`src/rtl/traffic_phase_scheduler_if.sv`:
```
// ---------------------------------------------------------------------------
// traffic_phase_scheduler_if
//   Bundles the sensor/button requests going into the phase scheduler and the
//   lamp/status signals coming out of it.
//
//   Signals:
//     ns_req, ew_req   vehicle presence on the N/S and E/W approaches (level)
//     ped_req          pedestrian button (pulse or level)
//     flash            force flashing mode (only with TRAFFIC_FLASH_MODE_EN)
//     n/s/e/w_light    per-approach lamp code: GREEN=001 RED=010 YELLOW=100
//     walk             pedestrian walk lamp
//     phase            current scheduler state code
//
//   Modports:
//     master  the side that produces requests and watches the lamps
//     slave   the scheduler itself
//
//   Optional macro: TRAFFIC_FLASH_MODE_EN adds the flash signal.
// ---------------------------------------------------------------------------
interface traffic_phase_scheduler_if;
    logic       ns_req;
    logic       ew_req;
    logic       ped_req;
`ifdef TRAFFIC_FLASH_MODE_EN
    logic       flash;
`endif
    logic [2:0] n_light;
    logic [2:0] s_light;
    logic [2:0] e_light;
    logic [2:0] w_light;
    logic       walk;
    logic [2:0] phase;

    modport master (
        output ns_req, ew_req, ped_req,
`ifdef TRAFFIC_FLASH_MODE_EN
        output flash,
`endif
        input  n_light, s_light, e_light, w_light, walk, phase
    );

    modport slave (
        input  ns_req, ew_req, ped_req,
`ifdef TRAFFIC_FLASH_MODE_EN
        input  flash,
`endif
        output n_light, s_light, e_light, w_light, walk, phase
    );
endinterface

```
`src/rtl/traffic_phase_scheduler.sv`:
```
// ---------------------------------------------------------------------------
// traffic_phase_scheduler
//   Demand-driven phase scheduler for the four-way intersection: minimum and
//   maximum green, gap-out, yellow, all-red clearance and a pedestrian
//   all-red walk phase. Lamp outputs are a pure decode of the state register.
//
//   Ports:
//     clk   system clock, everything on its rising edge
//     rst   synchronous reset, active low
//     bus   traffic_phase_scheduler_if.slave (requests in, lamps/status out)
//
//   Optional macro: TRAFFIC_FLASH_MODE_EN adds the flash input and the
//   FLASH state (code 6). Without it code 6 is illegal and recovers to AR.
// ---------------------------------------------------------------------------
module traffic_phase_scheduler #(
    parameter int MIN_GREEN = 4,
    parameter int MAX_GREEN = 12,
    parameter int YELLOW_T  = 3,
    parameter int ALLRED_T  = 2,
    parameter int WALK_T    = 6,
    parameter int CNT_W     = 4
) (
    input logic                     clk,
    input logic                     rst,
    traffic_phase_scheduler_if.slave bus
);

    localparam logic [2:0] GREEN  = 3'b001;
    localparam logic [2:0] RED    = 3'b010;
    localparam logic [2:0] YELLOW = 3'b100;

    localparam logic [CNT_W-1:0] MIN_M1  = CNT_W'(MIN_GREEN - 1);
    localparam logic [CNT_W-1:0] MAX_M1  = CNT_W'(MAX_GREEN - 1);
    localparam logic [CNT_W-1:0] YEL_M1  = CNT_W'(YELLOW_T - 1);
    localparam logic [CNT_W-1:0] AR_M1   = CNT_W'(ALLRED_T - 1);
    localparam logic [CNT_W-1:0] WALK_M1 = CNT_W'(WALK_T - 1);

    localparam logic DIR_NS = 1'b0;
    localparam logic DIR_EW = 1'b1;

    typedef enum logic [2:0] {
        NS_G  = 3'd0,
        NS_Y  = 3'd1,
        AR    = 3'd2,
        EW_G  = 3'd3,
        EW_Y  = 3'd4,
`ifdef TRAFFIC_FLASH_MODE_EN
        WALK  = 3'd5,
        FLASH = 3'd6
`else
        WALK  = 3'd5
`endif
    } state_t;

    state_t          state;
    state_t          nxt;
    logic [CNT_W-1:0] cnt;
    logic            ns_pend;
    logic            ew_pend;
    logic            ped_pend;
    logic            last_dir;
    logic            pend_hold;
`ifdef TRAFFIC_FLASH_MODE_EN
    logic            flash_on;

    // Pending latches freeze while flashing is requested or active.
    assign pend_hold = bus.flash || (state == FLASH);
`else
    assign pend_hold = 1'b0;
`endif

    // Next-state selection. Green exits only once minimum green has elapsed
    // and something competes; the own-direction request extends green until
    // maximum green. All-red serves a waiting pedestrian first (a button press
    // landing in the exit cycle counts), otherwise the opposite direction.
    always_comb begin
        nxt = state;
        case (state)
            NS_G: if (cnt >= MIN_M1 && (ew_pend || ped_pend) &&
                      (!bus.ns_req || cnt >= MAX_M1)) nxt = NS_Y;
            NS_Y: if (cnt == YEL_M1) nxt = AR;
            EW_G: if (cnt >= MIN_M1 && (ns_pend || ped_pend) &&
                      (!bus.ew_req || cnt >= MAX_M1)) nxt = EW_Y;
            EW_Y: if (cnt == YEL_M1) nxt = AR;
            AR:   if (cnt == AR_M1) begin
                      if (ped_pend || bus.ped_req) nxt = WALK;
                      else if (last_dir == DIR_NS) nxt = EW_G;
                      else                         nxt = NS_G;
                  end
            WALK: if (cnt == WALK_M1) nxt = AR;
`ifdef TRAFFIC_FLASH_MODE_EN
            FLASH: if (!bus.flash) nxt = AR;
`endif
            default: nxt = AR;
        endcase
`ifdef TRAFFIC_FLASH_MODE_EN
        if (bus.flash) nxt = FLASH;
`endif
    end

    // State, phase counter, round-robin direction and the sticky request
    // latches. A request seen in the same cycle as its phase is entered wins
    // over the clear, so it is never dropped.
    always_ff @(posedge clk) begin
        if (!rst) begin
            state    <= NS_G;
            cnt      <= '0;
            ns_pend  <= 1'b0;
            ew_pend  <= 1'b0;
            ped_pend <= 1'b0;
            last_dir <= DIR_NS;
`ifdef TRAFFIC_FLASH_MODE_EN
            flash_on <= 1'b0;
`endif
        end else begin
            state <= nxt;

            if (nxt != state)
                cnt <= '0;
`ifdef TRAFFIC_FLASH_MODE_EN
            else if (state == FLASH && cnt == YEL_M1)
                cnt <= '0;
`endif
            else if (cnt != '1)
                cnt <= cnt + 1'b1;

            if (state == NS_Y && nxt == AR) last_dir <= DIR_NS;
            if (state == EW_Y && nxt == AR) last_dir <= DIR_EW;
`ifdef TRAFFIC_FLASH_MODE_EN
            // Leaving flash hands the first green to N/S.
            if (state == FLASH && nxt == AR) last_dir <= DIR_EW;

            if (nxt == FLASH && state != FLASH)
                flash_on <= 1'b1;
            else if (state == FLASH && nxt == FLASH && cnt == YEL_M1)
                flash_on <= ~flash_on;
`endif

            if (!pend_hold) begin
                if (state != NS_G && bus.ns_req)      ns_pend <= 1'b1;
                else if (state != NS_G && nxt == NS_G) ns_pend <= 1'b0;

                if (state != EW_G && bus.ew_req)      ew_pend <= 1'b1;
                else if (state != EW_G && nxt == EW_G) ew_pend <= 1'b0;

                if (state != WALK && bus.ped_req)      ped_pend <= 1'b1;
                else if (state != WALK && nxt == WALK) ped_pend <= 1'b0;
            end
        end
    end

    // Lamp decode straight from the state register.
    always_comb begin
        bus.n_light = RED;
        bus.s_light = RED;
        bus.e_light = RED;
        bus.w_light = RED;
        bus.walk    = 1'b0;
        case (state)
            NS_G: begin bus.n_light = GREEN;  bus.s_light = GREEN;  end
            NS_Y: begin bus.n_light = YELLOW; bus.s_light = YELLOW; end
            EW_G: begin bus.e_light = GREEN;  bus.w_light = GREEN;  end
            EW_Y: begin bus.e_light = YELLOW; bus.w_light = YELLOW; end
            WALK: bus.walk = 1'b1;
`ifdef TRAFFIC_FLASH_MODE_EN
            FLASH: begin
                bus.n_light = flash_on ? YELLOW : 3'b000;
                bus.s_light = flash_on ? YELLOW : 3'b000;
                bus.e_light = flash_on ? RED    : 3'b000;
                bus.w_light = flash_on ? RED    : 3'b000;
            end
`endif
            default: ;
        endcase
    end

    assign bus.phase = state;

    // Safety invariants: never two axes lit green/yellow at once, and never a
    // green while pedestrians are walking. Dark flash lamps are not "lit".
    logic ns_lit;
    logic ew_lit;
    logic any_green;
    assign ns_lit    = |((bus.n_light | bus.s_light) & (GREEN | YELLOW));
    assign ew_lit    = |((bus.e_light | bus.w_light) & (GREEN | YELLOW));
    assign any_green = |((bus.n_light | bus.s_light | bus.e_light | bus.w_light) & GREEN);

    a_axes_exclusive: assert property (@(posedge clk) disable iff (!rst) !(ns_lit && ew_lit));
    a_no_green_walk:  assert property (@(posedge clk) disable iff (!rst) !(bus.walk && any_green));

endmodule

```
`src/flat_wrapper.sv`:
```
// flat-port wrapper written by rule: the top's interface ports become plain ports
module traffic_phase_scheduler_flat 
#(
    parameter int MIN_GREEN = 4,
    parameter int MAX_GREEN = 12,
    parameter int YELLOW_T  = 3,
    parameter int ALLRED_T  = 2,
    parameter int WALK_T    = 6,
    parameter int CNT_W     = 4
)
  (clk, rst, bus_ns_req, bus_ew_req, bus_ped_req, bus_n_light, bus_s_light, bus_e_light, bus_w_light, bus_walk, bus_phase);
  traffic_phase_scheduler_if bus_i ();
  input logic clk;
  input logic rst;
  input wire logic [$bits(bus_i.ns_req)-1:0] bus_ns_req;
  input wire logic [$bits(bus_i.ew_req)-1:0] bus_ew_req;
  input wire logic [$bits(bus_i.ped_req)-1:0] bus_ped_req;
  output wire logic [$bits(bus_i.n_light)-1:0] bus_n_light;
  output wire logic [$bits(bus_i.s_light)-1:0] bus_s_light;
  output wire logic [$bits(bus_i.e_light)-1:0] bus_e_light;
  output wire logic [$bits(bus_i.w_light)-1:0] bus_w_light;
  output wire logic [$bits(bus_i.walk)-1:0] bus_walk;
  output wire logic [$bits(bus_i.phase)-1:0] bus_phase;
  assign bus_i.ns_req = bus_ns_req;
  assign bus_i.ew_req = bus_ew_req;
  assign bus_i.ped_req = bus_ped_req;
  assign bus_n_light = bus_i.n_light;
  assign bus_s_light = bus_i.s_light;
  assign bus_e_light = bus_i.e_light;
  assign bus_w_light = bus_i.w_light;
  assign bus_walk = bus_i.walk;
  assign bus_phase = bus_i.phase;
  traffic_phase_scheduler #(.MIN_GREEN(MIN_GREEN), .MAX_GREEN(MAX_GREEN), .YELLOW_T(YELLOW_T), .ALLRED_T(ALLRED_T), .WALK_T(WALK_T), .CNT_W(CNT_W)) u_core (.clk(clk), .rst(rst), .bus(bus_i));
endmodule
```
`config.mk`:
```
export PLATFORM = sky130hd
export DESIGN_NAME = traffic_phase_scheduler_flat
export DESIGN_NICKNAME = d
export VERILOG_FILES = /design/src/rtl/traffic_phase_scheduler_if.sv /design/src/rtl/traffic_phase_scheduler.sv /design/src/flat_wrapper.sv
export SDC_FILE = /design/constraint.sdc
export NUM_CORES = 1
export LEC_CHECK = 0
export ABC_AREA = 1
export CAP_MARGIN = 20
export CORE_MARGIN = 8
export CORE_UTILIZATION = 36
export CTS_CLUSTER_SIZE = 30
export DETAILED_ROUTE_END_ITERATION = 10
export HOLD_SLACK_MARGIN = 0.03
export PLACE_DENSITY = 0.59
export SYNTH_ARGS = -nofsm -noshare
export SYNTH_HDL_FRONTEND = slang
export SYNTH_SLANG_ARGS = --single-unit
export TNS_END_PERCENT = 5
```
`constraint.sdc`:
```
create_clock -name clk -period 2.8 [get_ports clk]
set_clock_uncertainty 0.2 [all_clocks]
set_input_delay 0.56 -clock clk [delete_from_list [all_inputs] [get_ports clk]]
set_output_delay 0.56 -clock clk [all_outputs]
set_load 0.01 [all_outputs]
```
# == After elaboration in Yosys (flattened, before gate mapping) ==
# Cells that the tools add are included.
# classes
n_addsub,1
n_lt_le_gt_ge,2
eq_ne,15
muxes,19
n_bitwise,1
n_reduce_logical,28
# ops
op,count
$mux W3,6
$pmux W3 S5,1
$eq A3 B2 Y1 const B,4
$logic_and A1 B1 Y1,12
$pmux W3 S2,2
$eq A3 B3 Y1 const B,3
$mux W1,9
$reduce_bool A2 Y1,4
$logic_not A3 Y1,2
$logic_or A1 B1 Y1,5
$add A4 B1 Y4 const B,1
$eq A4 B1 Y1 const B,1
$eq A4 B2 Y1 const B,1
$eq A4 B3 Y1 const B,1
$ge A4 B2 Y1 const B,1
$ge A4 B4 Y1 const B,1
$ne A4 B4 Y1 const B,1
$reduce_or A2 Y1,2
$eq A3 B1 Y1 const B,1
$ne A3 B2 Y1 const B,1
$ne A3 B3 Y1,1
$ne A3 B3 Y1 const B,1
$reduce_bool A3 Y1,1
$logic_not A1 Y1,2
2 further kinds,2
# totals
register_bits,11
input_bits,5
output_inout_bits,16

# == Logic depth before layout (Yosys ltp) ==
# depth
ltp_word,9
mapped_depth,12

# == Least setup slack after synthesis ==
# Ideal clock, no wire load.
# synth_timing
path_type,flip-flop to output port
start,register u_core.state[0] (netlist: u_core.bus.phase[0])
end,output bus_s_light[1]
t_arrival_ps,1187
t_required_ps,2040
slack_ps,853
path_stages_with_launch,8
path_cell_list,dfxtp_1 inv_2 nand2_1 nor2_1 inv_1 nand2_1 inv_1 buf_4
# synth_via
elab_chain_len,2
elab_cells_between_ends,3
cone_classes,eq/ne (1); mux (1); reduce/logical (1)
# synth_lines
element,line_no,source
start: declaration,traffic_phase_scheduler.sv:55,state_t state;
start signal: assignment,traffic_phase_scheduler.sv:116,state <= nxt;
$eq A3 B1 Y1 / $logic_not A3 Y1 (equally long branches),-,
$pmux W3 S2 *,-,
end: declaration,flat_wrapper.sv:19,output wire logic [$bits(bus_i.s_light)-1:0] bus_s_light;
# Every way passes the cells marked *; elsewhere a longest branch is shown, timed or not.

# == Worst setup path after layout ==
# layout_timing
start,register u_core.state[0] (netlist: u_core.bus.phase[0])
end,output bus_s_light[1]
# layout_via
elab_chain_len,2
elab_cells_between_ends,3
cone_classes,eq/ne (1); mux (1); reduce/logical (1)
# layout_lines
element,line_no,source
$eq A3 B1 Y1 / $logic_not A3 Y1 (equally long branches),traffic_phase_scheduler.sv:159,case (state)
$pmux W3 S2 *,traffic_phase_scheduler.sv:159,
# Marked as above.

==> flow_metrics.py <==
metrics = {
    "finish": {
        "final_nets": 162,
        "syn_to_final_growth_pct": 26.78,
        "nFillCells": 234,
        "num_antenna_cells": 0,
        "drive_above_1_share": 0.1111,
        "multi_input_area_um2": 452.9,
        "ff_latch_area_um2": 220.2,
        "post-route-util": 0.4723,
    },
    "clock_tree": {
        "cts.sink_count": 11,
        "post_cts_buffers": 0,
        "hold_buffers": 0,
        "clk_pin_slew_worst_paths_ns": 0.07,
        "cts_resized": 0,
        "cts-htree-levels": 1,
        "clk_latency_ns": 0.27,
        "cts_max_path_buffers": 2,
        "cts-buffers-inserted": 3,
        "cts_tree": "yes",
        "root_buffer": "clkbuf_4",
    },
    "worst_setup_path": {
        "cp-end-kind": "primary output",
        "required_ns": 2.04,
        "cp.buffers_inverters": 4,
        "max_stage_delay_ns": 0.47,
        "path_delay_family": "buffers and inverters",
        "crit_type": "reg -> out",
        "cp_max_fo": 5,
        "startpoint_type": "register",
        "cp.arrival_ns": 1.80,
        "crit_slowest_cell": "clkdlybuf4s50_1",
        "crit_chain": "inv_2, nand2_1, nor2_1, inv_1, nand2_1, inv_1, clkdlybuf4s50_1",
    },
    "sta": {
        "tns_ns": 0,
        "worst_pin_slew_ns": 0.3506,
        "slew_viol_final": 0,
        "hold_viol": 0,
        "fmax_ghz": 0.3902,
        "setup_viol": 0,
        "rsz0062_at_grt": "no",
        "period_share": 0.9153,
        "relSlewSlack": 0.7654,
        "post-route-min-period_ns": 2.563,
    },
    "global_route": {
        "grt_usage": 0.1010,
        "antenna_found_initial": 0,
        "grt_pass1_wl_um": 3422,
        "grt_max_degree": 7,
        "grt_overflow": 0,
        "grt_pass1_vias": 798,
    },
    "status": {
        "status": "completed",
    },
    "synth": {
        "syn_avg_cell_area_um2": 5.987,
        "syn_area_um2": 808.3,
        "ys_top_cells_by_area": "dfxtp_1, nand2_1, nor2_1",
        "synth_edf_count": 0,
        "netlist_top_cells_count": "nand2_1, nor2_1, inv_1, dfxtp_1, nand3_1",
        "yosys_warnings": 0,
        "synth-main-ff-cell": "dfxtp_1",
        "synth-seq-cells": 11,
        "yosysMostFrequentCell": "nand2_1",
        "synth-async-reset-ratio": 0,
        "ys_seq_area_frac": 0.2724,
        "synth_top_area_frac": 0.2724,
        "yosysTopAreaCell": "dfxtp_1",
        "synth_nets": 143,
        "ys_types": 18,
        "netlist_instances": 135,
    },
    "routing": {
        "ant_nets": 0,
        "vias_per_cell": 4.608,
        "drc_errors": 0,
        "wl_um": 1947,
        "num_vias": 834,
        "drtIter0Drc": 31,
        "routedWlPerCell_um": 10.76,
        "firstDrtPassIters": 4,
    },
    "placement": {
        "post-dp-hpwl_um": 1625,
        "gp_congestion": 0.8732,
        "io_buffers": 20,
    },
    "die": {
        "initial_utilization": 0.3725,
        "std_cell_rows": 17,
        "die_y_um": 63.39,
        "fp.coreArea_mm2": 0.002170,
        "die_w_um": 63.39,
        "boundaryPins": 21,
        "dieArea_mm2": 0.004018,
    },
    "run": {
        "cap_violations": 0,
    },
    "min_path": {
        "min_path_type": "reg -> reg",
    },
    "power_and_ir_drop": {
        "cellPowerDensity_mw_per_mm2": 398.7,
        "p_leak_nw": 0.5085,
        "vdd_drop_max_mv": 0.2922,
    },
}
==> per-stage QoR <==
| stage | instance area [um2] | power [W] | cells | worst slack [ns] | hold slack (ns) |
|---|---|---|---|---|---|
| 2_1_floorplan | 808.3 | 0.0002681 | 135 | 0.8531 | 0.2389 |
| 3_3_place_gp | 998.5 | 0.0003069 | 177 | 0.5859 | 0.2558 |
| 3_5_place_dp | 998.5 | 0.0003068 | 177 | 0.5568 | 0.2541 |
| 4_1_cts | 1025 | 0.0004122 | 181 | 0.2603 | 0.2651 |
| 5_1_grt | 1025 | 0.0004395 | 181 | 0.1274 | 0.2925 |
| 6_report | 1025 | 0.0004086 | 181 | 0.2371 | 0.2660 |
==> cells by family (layout without fill, tap and decap cells) <==
group / after synthesis / count (layout) / share of synthesized area
flops: 11 / 11 / 0.2724
simple gates: 78 / 78 / 0.4226
xor+xnor: 1 / 1 / 0.01084
buf+inv: 30 / 48 / 0.1672
compound gates: 12 / 12 / 0.08049
fa+ha+maj: 3 / 3 / 0.04644
==> tightest hold or removal path: stages (launching register included) <==
cell     delay, ns
dfxtp_1       0.31
nand2_1       0.06
a21oi_1       0.05
==> power by group <==
group,switching (W),internal [W]
sequential,0.0000121,0.000170
combinational,0.0000685,0.0000526
clock,0.0000507,0.0000551
==> routing by layer <==
layer	vias to the layer above	GRT usage	share of wire
li1	447	-	-
met2	31	0.1508	0.42
met5	-	0	0
met1	354	0.1246	0.47
met4	0	0.03343	0.0051
met3	2	0.04594	0.11
==> flip-flops by register name, summed over array words and instances, names as in the netlist <==
name              count
u_core.cnt            4
u_core.bus.phase      3
u_core.ew_pend        1
u_core.last_dir       1
u_core.ns_pend        1
u_core.ped_pend       1
==> final timing paths <==
check	slack, ns	from	end	cells after the start
worst min-delay path	0.27	u_core.last_dir	u_core.last_dir	2
worst max-delay path	0.24	u_core.bus.phase[0]	bus_s_light[1]	7
worst max register to register	0.92	u_core.cnt[0]	u_core.ns_pend	12
worst min register to register	0.27	u_core.last_dir	u_core.last_dir	2
==> final cells by class <==
| type | count | share of cell area |
|---|---|---|
| sequential | 11 | 0.2149 |
| multi-input combinational | 94 | 0.4420 |
| tap | 28 | 0.03419 |
| inverter | 24 | 0.08791 |
| clock buffer | 4 | 0.02564 |
| timing repair buffer | 20 | 0.1954 |
==> placed cells by master (no fill, tap or decap) <==
cell,n
nand2_1,38
clkdlybuf4s50_1,20
nor2_1,19
inv_1,18
dfxtp_1,11
nand3_1,8
inv_2,6
a21oi_1,5
nor3_1,5
o21ai_0,5
nand3_2,3
nand2_2,3
ha_1,3
clkbuf_4,3
nor2_2,1
o21ai_2,1
a31oi_1,1
xor2_1,1
nand3b_1,1
clkbuf_1,1
No activity file was read; power rests on OpenSTA's default activity.
